--- src/rtl/csr_file.sv ---
`default_nettype none
// ============================================================================
// Module   : csr_file
// Brief    : LoongArch control/status register file. It serves CSR read/write,
//            exception and ertn commits from WB, and provides the redirect
//            targets and the pending-interrupt flag. The stable timer
//            (TID/TCFG/TVAL/TICLR, ESTAT.IS[11]) is built only when
//            CSR_TIMER_EN is defined.
// Revision : 1.0 - initial release
// ============================================================================
module csr_file #(
    parameter int TIMER_W = 32
) (
    input  logic        clk,
    input  logic        reset,
    input  logic [79:0] csr_ctrl,
    input  logic        wb_ex,
    input  logic        ertn_flush,
    input  logic [5:0]  wb_ecode,
    input  logic [8:0]  wb_esubcode,
    input  logic [31:0] wb_pc,
    input  logic [31:0] wb_vaddr,
    input  logic [7:0]  hw_int_in,
    output logic [31:0] csr_rvalue,
    output logic [31:0] ex_entry,
    output logic [31:0] ertn_entry,
    output logic        has_int
);

    localparam logic [13:0] c_CSR_CRMD   = 14'h000;
    localparam logic [13:0] c_CSR_PRMD   = 14'h001;
    localparam logic [13:0] c_CSR_ECFG   = 14'h004;
    localparam logic [13:0] c_CSR_ESTAT  = 14'h005;
    localparam logic [13:0] c_CSR_ERA    = 14'h006;
    localparam logic [13:0] c_CSR_BADV   = 14'h007;
    localparam logic [13:0] c_CSR_EENTRY = 14'h00C;
    localparam logic [13:0] c_CSR_SAVE0  = 14'h030;
    localparam logic [13:0] c_CSR_SAVE1  = 14'h031;
    localparam logic [13:0] c_CSR_SAVE2  = 14'h032;
    localparam logic [13:0] c_CSR_SAVE3  = 14'h033;
`ifdef CSR_TIMER_EN
    localparam logic [13:0] c_CSR_TID    = 14'h040;
    localparam logic [13:0] c_CSR_TCFG   = 14'h041;
    localparam logic [13:0] c_CSR_TVAL   = 14'h042;
    localparam logic [13:0] c_CSR_TICLR  = 14'h044;
`endif

    localparam logic [31:0] c_MASK_CRMD   = 32'h0000_000F;
    localparam logic [31:0] c_MASK_PRMD   = 32'h0000_0007;
    localparam logic [31:0] c_MASK_ECFG   = 32'h0000_1BFF;
    localparam logic [31:0] c_MASK_ALL    = 32'hFFFF_FFFF;
    localparam logic [31:0] c_MASK_EENTRY = 32'hFFFF_FFC0;

    localparam logic [5:0]  c_ECODE_ADE  = 6'h08;
    localparam logic [5:0]  c_ECODE_ALE  = 6'h09;

    logic        w_we;
    logic [13:0] w_num;
    logic [31:0] w_wmask;
    logic [31:0] w_wvalue;
    logic        w_unused_re;

    assign w_unused_re = csr_ctrl[79];
    assign w_we        = csr_ctrl[78];
    assign w_num       = csr_ctrl[77:64];
    assign w_wmask     = csr_ctrl[63:32];
    assign w_wvalue    = csr_ctrl[31:0];

    // Registers keep unimplemented bits at zero, so merging inside fmask only
    // is enough to make them read back as zero.
    function automatic logic [31:0] f_merge(input logic [31:0] old,
                                            input logic [31:0] wmask,
                                            input logic [31:0] wval,
                                            input logic [31:0] fmask);
        f_merge = (old & ~(wmask & fmask)) | (wval & wmask & fmask);
    endfunction

    logic [31:0] r_crmd;
    logic [31:0] r_prmd;
    logic [31:0] r_ecfg;
    logic [1:0]  r_estat_sw;
    logic [7:0]  r_estat_hw;
    logic [5:0]  r_ecode;
    logic [8:0]  r_esubcode;
    logic [31:0] r_era;
    logic [31:0] r_badv;
    logic [31:0] r_eentry;
    logic [31:0] r_save0;
    logic [31:0] r_save1;
    logic [31:0] r_save2;
    logic [31:0] r_save3;
    logic        w_estat_ti;
    logic [11:0] w_is;

    // Commit order inside the block sets priority: csr write, then ertn,
    // then exception, so later assignments override overlapping fields.
    always_ff @(posedge clk) begin
        if (reset) begin
            r_crmd     <= 32'h0000_0008;
            r_prmd     <= '0;
            r_ecfg     <= '0;
            r_estat_sw <= '0;
            r_estat_hw <= '0;
            r_ecode    <= '0;
            r_esubcode <= '0;
            r_era      <= '0;
            r_badv     <= '0;
            r_eentry   <= '0;
            r_save0    <= '0;
            r_save1    <= '0;
            r_save2    <= '0;
            r_save3    <= '0;
        end else begin
            r_estat_hw <= hw_int_in;
            if (w_we) begin
                case (w_num)
                    c_CSR_CRMD:   r_crmd   <= f_merge(r_crmd, w_wmask, w_wvalue, c_MASK_CRMD);
                    c_CSR_PRMD:   r_prmd   <= f_merge(r_prmd, w_wmask, w_wvalue, c_MASK_PRMD);
                    c_CSR_ECFG:   r_ecfg   <= f_merge(r_ecfg, w_wmask, w_wvalue, c_MASK_ECFG);
                    c_CSR_ESTAT:  r_estat_sw <= (r_estat_sw & ~w_wmask[1:0])
                                              | (w_wvalue[1:0] & w_wmask[1:0]);
                    c_CSR_ERA:    r_era    <= f_merge(r_era, w_wmask, w_wvalue, c_MASK_ALL);
                    c_CSR_BADV:   r_badv   <= f_merge(r_badv, w_wmask, w_wvalue, c_MASK_ALL);
                    c_CSR_EENTRY: r_eentry <= f_merge(r_eentry, w_wmask, w_wvalue, c_MASK_EENTRY);
                    c_CSR_SAVE0:  r_save0  <= f_merge(r_save0, w_wmask, w_wvalue, c_MASK_ALL);
                    c_CSR_SAVE1:  r_save1  <= f_merge(r_save1, w_wmask, w_wvalue, c_MASK_ALL);
                    c_CSR_SAVE2:  r_save2  <= f_merge(r_save2, w_wmask, w_wvalue, c_MASK_ALL);
                    c_CSR_SAVE3:  r_save3  <= f_merge(r_save3, w_wmask, w_wvalue, c_MASK_ALL);
                    default: ;
                endcase
            end
            if (ertn_flush) begin
                r_crmd[2:0] <= r_prmd[2:0];
            end
            if (wb_ex) begin
                r_prmd[2:0] <= r_crmd[2:0];
                r_crmd[2:0] <= 3'b000;
                r_ecode     <= wb_ecode;
                r_esubcode  <= wb_esubcode;
                r_era       <= wb_pc;
                if (wb_ecode == c_ECODE_ADE && wb_esubcode == 9'd0) begin
                    r_badv <= wb_pc;
                end else if ((wb_ecode == c_ECODE_ADE && wb_esubcode == 9'd1) ||
                             wb_ecode == c_ECODE_ALE) begin
                    r_badv <= wb_vaddr;
                end
            end
        end
    end

`ifdef CSR_TIMER_EN
    logic [31:0]        r_tid;
    logic [TIMER_W-1:0] r_tcfg;
    logic [TIMER_W-1:0] r_tval;
    logic               r_timer_is;
    logic [TIMER_W-1:0] w_tcfg_wr;
    logic               w_wr_tcfg;
    logic [TIMER_W-1:0] w_reload;

    assign w_wr_tcfg  = w_we && (w_num == c_CSR_TCFG);
    assign w_tcfg_wr  = (r_tcfg & ~w_wmask[TIMER_W-1:0])
                      | (w_wvalue[TIMER_W-1:0] & w_wmask[TIMER_W-1:0]);
    assign w_reload   = {r_tcfg[TIMER_W-1:2], 2'b00};
    assign w_estat_ti = r_timer_is;

    // The set on expiry is written after the TICLR clear so that it wins.
    always_ff @(posedge clk) begin
        if (reset) begin
            r_tid      <= '0;
            r_tcfg     <= '0;
            r_tval     <= '0;
            r_timer_is <= 1'b0;
        end else begin
            if (w_we && w_num == c_CSR_TID) begin
                r_tid <= f_merge(r_tid, w_wmask, w_wvalue, c_MASK_ALL);
            end
            if (w_wr_tcfg) begin
                r_tcfg <= w_tcfg_wr;
            end
            if (w_we && w_num == c_CSR_TICLR && w_wmask[0] && w_wvalue[0]) begin
                r_timer_is <= 1'b0;
            end
            if (w_wr_tcfg && w_tcfg_wr[0]) begin
                r_tval <= {w_tcfg_wr[TIMER_W-1:2], 2'b00};
            end else if (r_tcfg[0] && r_tval != '0) begin
                if (r_tval == TIMER_W'(1)) begin
                    r_timer_is <= 1'b1;
                    r_tval     <= r_tcfg[1] ? w_reload : '0;
                end else begin
                    r_tval <= r_tval - TIMER_W'(1);
                end
            end
        end
    end
`else
    logic [TIMER_W-1:0] w_unused_timer;
    assign w_unused_timer = '0;
    assign w_estat_ti     = 1'b0;
`endif

    assign w_is = {w_estat_ti, 1'b0, r_estat_hw, r_estat_sw};

    always_comb begin
        csr_rvalue = '0;
        case (w_num)
            c_CSR_CRMD:   csr_rvalue = r_crmd;
            c_CSR_PRMD:   csr_rvalue = r_prmd;
            c_CSR_ECFG:   csr_rvalue = r_ecfg;
            c_CSR_ESTAT:  csr_rvalue = {1'b0, r_esubcode, r_ecode, 4'b0000, w_is};
            c_CSR_ERA:    csr_rvalue = r_era;
            c_CSR_BADV:   csr_rvalue = r_badv;
            c_CSR_EENTRY: csr_rvalue = r_eentry;
            c_CSR_SAVE0:  csr_rvalue = r_save0;
            c_CSR_SAVE1:  csr_rvalue = r_save1;
            c_CSR_SAVE2:  csr_rvalue = r_save2;
            c_CSR_SAVE3:  csr_rvalue = r_save3;
`ifdef CSR_TIMER_EN
            c_CSR_TID:    csr_rvalue = r_tid;
            c_CSR_TCFG:   csr_rvalue = 32'(r_tcfg);
            c_CSR_TVAL:   csr_rvalue = 32'(r_tval);
`endif
            default:      csr_rvalue = '0;
        endcase
    end

    assign ex_entry   = r_eentry;
    assign ertn_entry = r_era;
    assign has_int    = (|({1'b0, w_is} & r_ecfg[12:0])) & r_crmd[2];

endmodule
`default_nettype wire
--- config.mk ---
export PLATFORM = sky130hd
export DESIGN_NAME = csr_file
export DESIGN_NICKNAME = d
export VERILOG_FILES = /design/src/rtl/csr_file.sv
export SDC_FILE = /design/constraint.sdc
export NUM_CORES = 1
export LEC_CHECK = 0
export ABC_AREA = 1
export CELL_PAD_IN_SITES_DETAIL_PLACEMENT = 1
export CELL_PAD_IN_SITES_GLOBAL_PLACEMENT = 1
export CORE_ASPECT_RATIO = 1.5
export CORE_MARGIN = 4
export CORE_UTILIZATION = 27
export DETAILED_ROUTE_END_ITERATION = 12
export DONT_BUFFER_PORTS = 1
export GPL_ROUTABILITY_DRIVEN = 0
export PLACE_DENSITY = 0.63
export SLEW_MARGIN = 20
export SYNTH_ARGS = -nofsm -noshare
export SYNTH_HDL_FRONTEND = slang
export SYNTH_SLANG_ARGS = --single-unit
--- constraint.sdc ---
create_clock -name clk -period 2.4 [get_ports clk]
set_input_delay 0.48 -clock clk [delete_from_list [all_inputs] [get_ports clk]]
set_output_delay 0.48 -clock clk [all_outputs]
set_load 0.05 [all_outputs]
==> results of run 1 <==
==> metrics by stage <==
step	hold slack, ps	utilization
2_1_floorplan	426	-
3_3_place_gp	444	0.320
3_5_place_dp	452	0.320
4_1_cts	1.53	0.346
5_1_grt	27.0	0.365
6_report	34.8	0.365
==> worst register-to-register path: cells and delay by family (launching register included) <==
| kind | cells | cell delay, ps |
|---|---|---|
| flops | 1 | 310 |
| buf+inv | 1 | 70 |
| compound gates | 2 | 350 |
| simple gates | 2 | 180 |
==> worst min path at each step <==
| stage | end | slack (ps) | cells past startpoint | start |
|---|---|---|---|---|
| 2_1_floorplan | r_ecode[2] | 430 | 2 | r_ecode[2] |
| 3_5_place_dp | r_esubcode[8] | 450 | 2 | r_esubcode[8] |
| 5_1_grt | r_ecode[5] | 30 | 1 | wb_ecode[5] |
| 6_report | r_ecode[5] | 30 | 1 | wb_ecode[5] |
| 3_3_place_gp | r_esubcode[7] | 440 | 2 | r_esubcode[7] |
| 4_1_cts | r_ecode[5] | 2 | 1 | wb_ecode[5] |
==> cell type report <==
class | count | area share
timing repair buffer | 229 | 0.146
inverter | 133 | 0.0270
clock inverter | 10 | 0.00599
multi-input combinational | 1604 | 0.448
tap | 676 | 0.0450
sequential | 262 | 0.279
antenna | 5 | 0.000665
clock buffer | 45 | 0.0488
==> power breakdown <==
part	total (mW)	internal [mW]	switching (mW)
Clock	4.89	2.85	2.04
Sequential	4.47	4.42	0.0481
Combinational	0.759	0.211	0.548
Total	10.1	7.48	2.64
==> metal layers <==
metal,vias to the layer above,share of wire
met5,-,0
met4,0,0.057
met3,211,0.067
met2,584,0.50
met1,8269,0.38
li1,7568,-
==> cell families (layout without fill, tap and decap cells) <==
logic type / count (synthesis) / count (layout) / synth area share
simple gates: 1046 / 1046 / 0.333
compound gates: 552 / 552 / 0.205
flops: 262 / 262 / 0.373
other cells: 1 / 11 / 0.000267
buf+inv: 312 / 417 / 0.0891
==> cells in the final DEF (no fill, tap or decap), types with 4 or more instances in the layout <==
cell           synthesis  routed
a21oi_2                0      12
conb_1                 1       6
nand3b_1               5       5
nand3_4                0      14
clkbuf_16              0      39
clkinv_2               0       4
a21oi_1              268     256
buf_4                 10     129
nand4_1               68      68
clkbuf_8               0       9
o21ai_0              233     212
diode_2                0       5
o21ai_2                0      13
buf_6                  0      13
nand3_1              393     313
nor2_4                 1      10
inv_2                  5       8
o21ai_1                3      10
inv_1                128     121
o21a_1                41      41
nand2_2                0      26
nor2_1                96      77
buf_8                  0       6
clkbuf_1             127       5
nor2_2                 3      13
buf_12                 0      59
dlygate4sd3_1          0      13
nand2_1              467     438
nand3_2                2      68
dfxtp_1              262     262
nor3_1                 6       5
==> repair_timing <==
action	in CTS	in global routing
hold buffers	13	0
setup endpoints to repair	33	33
pin swaps	15	71
setup buffers	3	10
hold endpoints to repair	19	0
gates cloned	2	9
resized for setup	26	179
==> synth_stat cells <==
cell	instances	area (sq um)
nor2_2	3	18.8
buf_4	10	75.1
nand2_1	467	1750
a221oi_1	2	17.5
nand3b_1	5	37.5
a22o_1	1	8.76
nor3_1	6	30.0
o22ai_1	3	18.8
and3_1	3	18.8
a21oi_1	268	1340
o211ai_1	1	7.51
buf_1	6	22.5
dfxtp_1	262	5250
nand3_1	393	1970
conb_1	1	3.75
nor2_4	1	11.3
nand3_2	2	20.0
nor2_1	96	360
o21a_1	41	308
nand4_1	68	425
o21ai_0	233	1170
inv_1	128	480
clkbuf_1	127	477
o21ai_1	3	15.0
inv_2	5	18.8
nor4_4	2	42.5
buf_2	36	180
==> run_results.csv, run 1 <==
group,metric,value,unit
outcome,status,"complete, but fails checks",
outcome,violations,"setup timing",
flow_run,max_cap_violations,0,
critical_path,max_stage_delay,250,ps
synthesis,ys_ff_latch,262,
critical_path,crit_chain,"nor2_4, nand3_4, nor3_4, buf_6, buf_12, buf_8, nand3_2, nand2_2, nor2_2, nand3b_1, buf_12",
synthesis,yosysWarningCount,0,
synthesis,synth_cell_type_count,27,
final_layout,seqCellArea,0.00525,sq mm
critical_path,crit_start,"csr_ctrl[76]",
sta,fin_ws,-107,ps
routing,vias,16600,
grt,busiest_layer,"met2",
sta,worstMarginPinSlew,732,ps
grt,met2_usage,0.449,
synthesis,syn-instance-count,2173,
placed_design,place_area,0.0165,sq mm
grt,use_met3,0.0474,
clocking,cts_root_buf,"clkbuf_16",
floorplan,ios,268,
final_layout,final_cells,2964,
synthesis,syn-cell-area,0.0141,sq mm
clocking,htreeDepth,1,
final_layout,drive_gt1_frac,0.193,
final_layout,nets,2432,
critical_path,path_class,"input pin to output pin",
critical_path,crit_path_start_kind,"input pin",
grt,gr-usage-all-layers,0.252,
clocking,clock_path_buffers,3,
routing,dr.pass1.iters,5,
grt,use_met1,0.285,
clocking,cts_buffers,31,
sta,max_slew_margin,0.510,
routing,drt-total-wl,75.2,mm
final_layout,area_growth,33.7,%
sta,hold_viol,0,
floorplan,die_w,194,microns
sta,period_needed,2510,ps
clocking,cts_tree,"built",
pwr,power,10.1,mW
synthesis,avgSynthCellArea,6.47,sq um
final_layout,postLayoutCellArea,0.0188,sq mm
routing,drc,0,
clocking,clock-sinks,262,
critical_path,crit_fanout,7,
critical_path,worstSetupPathDepth,11,
floorplan,rows,102,
sta,skew,1.71,ps
critical_path,worst-path-buf-inv,4,
routing,wl_per_cell,25.4,microns
critical_path,worstPathRequired,1920,ps
sta,finalCritPeriodShare,1.04,
routing,ant_nets,0,
grt,gr-total-overflow,0,
sta,report.final.slew_viol_count,0,
critical_path,r2r_slack,1410,ps
clocking,clock_latency,570,ps
placed_design,dp.cells,2869,
floorplan,initial_core_util,0.273,
pwr,ir_drop,0.525,mV
pwr,leakagePower,7.27,nW
synthesis,ys_seq_area_frac,0.373,
final_layout,fillers,6397,
grt,grt_pass1_wl,109,mm
clocking,clk_pin_slew,60,ps
floorplan,design.die.area,0.0559,sq mm
sta,fmax,399,MHz
grt,grt_max_degree,200,
critical_path,crit_end,"csr_rvalue[4]",
placed_design,pre_cts_ws,-181,ps
worst_hold_path,holdCritPathClass,"input pin to register",
grt,grt_pass1_vias,17400,
grt,grt_antenna_before_repair,4,
critical_path,timing.rr.start,"r_badv[11]",
sta,rsz0062_at_grt,"yes",
pwr,p_per_area,538,mW/mm^2
placed_design,dp_hpwl,49.6,mm
critical_path,critPathMostFrequentCell,"buf_12",
critical_path,reg2reg_depth,5,
floorplan,die_h,288,microns
sta,setup-tns-final,-1080,ps
critical_path,cp_slowest_cell,"nor3_4",
critical_path,worstPathArrival,2030,ps
floorplan,fp.coreArea,0.0516,sq mm
critical_path,r2r-end,"r_badv[11]",
critical_path,end_kind,"output pin",
final_layout,multi_input_area,0.00842,sq mm
critical_path,critPathTopFamily,"simple AND/OR/NAND/NOR gates",
sta,finalSetupViolCount,26,
routing,drt_iter0_drc,1076,
routing,via_per_inst,5.61,
placed_design,io_buffers,0,
(Power assumes the default switching activity.)
==> run 2, diff against run 1 <==
==> constraint.sdc (replaced) <==
create_clock -name clk -period 2.4 [get_ports clk]
set_input_delay 0.36 -clock clk [delete_from_list [all_inputs] [get_ports clk]]
set_output_delay 0.36 -clock clk [all_outputs]
set_load 0.05 [all_outputs]
==> run_results.csv, run 2 (same netlist as run 1, synthesis figures left out) <==
group,metric,value,unit
critical_path,max_stage_delay,250,ps
critical_path,timing.rr.start,"r_badv[5]",
sta,worstMarginPinSlew,706,ps
clocking,htreeDepth,1,
routing,wl_per_cell,25.1,microns
placed_design,place_area,0.0162,sq mm
sta,whs,29.1,ps
clocking,cts_root_buf,"clkbuf_16",
clocking,cts_tree,"built",
clocking,clock-sinks,262,
critical_path,crit_fanout,13,
grt,grt_pass1_vias,18700,
sta,skew,1.20,ps
sta,finalSetupViolCount,0,
pwr,seqPwrFrac,0.422,
final_layout,drive_gt1_frac,0.106,
routing,dr.pass1.iters,5,
pwr,power_switching,2.77,mW
floorplan,die_w,194,microns
pwr,pwr-share-comb,0.094,
sta,hold_viol,0,
critical_path,worstPathArrival,1970,ps
grt,gr-total-overflow,0,
outcome,status,"finished, final reports clean",
placed_design,io_buffers,0,
worst_hold_path,min_path_cells,4,
floorplan,rows,102,
sta,fmax,429,MHz
floorplan,die_h,288,microns
pwr,p_int,7.82,mW
sta,finalCritPeriodShare,0.972,
critical_path,path_class,"input pin to output pin",
critical_path,crit_chain,"nor2_1, nand3_2, nor2_4, inv_2, nor2_4, buf_12, buf_12, nand2_1, nand2_1, nor2_1, nand3_1, buf_12",
floorplan,ios,268,
clocking,clock_latency,570,ps
critical_path,r2r-end,"r_badv[5]",
final_layout,final_cells,3142,
routing,ant_nets,0,
final_layout,nets,2613,
pwr,sw_frac_of_total,0.262,
pwr,p_per_area,537,mW/mm^2
critical_path,critPathMostFrequentCell,"buf_12",
sta,setup-tns-final,0,ps
grt,grt_max_degree,115,
routing,drc,0,
sta,max_slew_margin,0.528,
final_layout,postLayoutCellArea,0.0197,sq mm
worst_hold_path,hp-start,"wb_pc[30]",
routing,drt-total-wl,78.7,mm
clocking,clock_path_buffers,3,
critical_path,end_kind,"output pin",
sta,period_needed,2330,ps
pwr,power,10.6,mW
critical_path,worstPathRequired,2040,ps
worst_hold_path,holdPathEnd,"r_badv[30]",
critical_path,cp_slowest_cell,"nor2_4",
placed_design,dp.cells,2843,
critical_path,worst-path-buf-inv,4,
placed_design,dp_hpwl,48.6,mm
final_layout,final_cell_mix,"nand2_1, nand3_1, a21oi_1",
pwr,leakagePower,7.86,nW
routing,vias,17600,
floorplan,fp.coreArea,0.0516,sq mm
floorplan,design.die.area,0.0559,sq mm
flow_run,max_cap_violations,0,
final_layout,area_growth,40.3,%
critical_path,r2r_slack,850,ps
final_layout,fillers,6478,
clocking,cts_buffers,31,
grt,grt_antenna_before_repair,3,
routing,via_per_inst,5.60,
critical_path,critPathTopFamily,"simple AND/OR/NAND/NOR gates",
final_layout,layout_commonest_cell,"nand2_1",
floorplan,initial_core_util,0.273,
sta,report.final.slew_viol_count,0,
critical_path,crit_path_start_kind,"input pin",
critical_path,reg2reg_depth,6,
pwr,p_clk_frac,0.484,
worst_hold_path,holdCritPathClass,"input pin to register",
pwr,ir_drop,0.549,mV
grt,grt_pass1_wl,115,mm
grt,gr-usage-all-layers,0.267,
routing,drt_iter0_drc,1165,
clocking,clk_pin_slew,60,ps
-- run 2: per-layer routing --
metal,up-vias,GRT usage,share of wire
li1,7913,-,-
met1,8706,0.298,0.38
met2,740,0.488,0.50
met3,223,0.0455,0.064
met4,0,0.134,0.056
met5,-,0,0
-- run 2: worst max path at each step --
stage / start / end / slack [ps] / depth (start not counted)
finish: csr_ctrl[75] / csr_rvalue[27] / 70 / 12
global placement: csr_ctrl[69] / csr_rvalue[27] / 60 / 11
global route: csr_ctrl[71] / csr_rvalue[16] / -20 / 10
detailed placement: csr_ctrl[69] / csr_rvalue[27] / 40 / 11
CTS: csr_ctrl[69] / csr_rvalue[27] / 30 / 11
floorplan: csr_ctrl[77] / csr_rvalue[10] / 70 / 9
-- run 2: area by class of cell --
cell class / instances / area, sq um / share of cell area
Antenna cell: 2 / 5.00 / 0.000254
Clock buffer: 43 / 881 / 0.0446
Clock inverter: 12 / 193 / 0.00976
Inverter: 133 / 499 / 0.0253
Multi-Input combinational cell: 1604 / 7700 / 0.390
Sequential cell: 262 / 5250 / 0.266
Tap cell: 676 / 846 / 0.0429
Timing Repair Buffer: 410 / 4360 / 0.221
-- run 2: power groups by stage --
stage,clock network (mW),logic (mW),registers (mW)
floorplan,0,0.442,4.69
global placement,0,0.686,4.56
detailed placement,0,0.698,4.57
CTS,5.21,0.986,4.47
global route,5.36,1.06,4.47
finish,5.13,0.997,4.47
-- run 2: worst register-to-register path, delay by kind of cell (launching register included) --
family                 cells  cell delay (ps)
buffers and inverters      2              630
flip-flops                 1              330
AND/OR/NAND/NOR            2              200
AO/OA/AOI/OAI              2              340
-- run 2: stage by stage --
step	worst slack (ps)	utilization
6_report	66.9	0.383
5_1_grt	-15.4	0.383
4_1_cts	33.4	0.381
3_5_place_dp	42.4	0.313
3_3_place_gp	55.3	0.313
2_1_floorplan	65.7	-
-- run 2: timing repair --
item | CTS | global route
setup endpoints to repair | 0 | 35
endpoints found under the hold margin | 245 | 0
setup buffers | 0 | 3
gates resized for setup | 0 | 13
hold buffers | 238 | 0
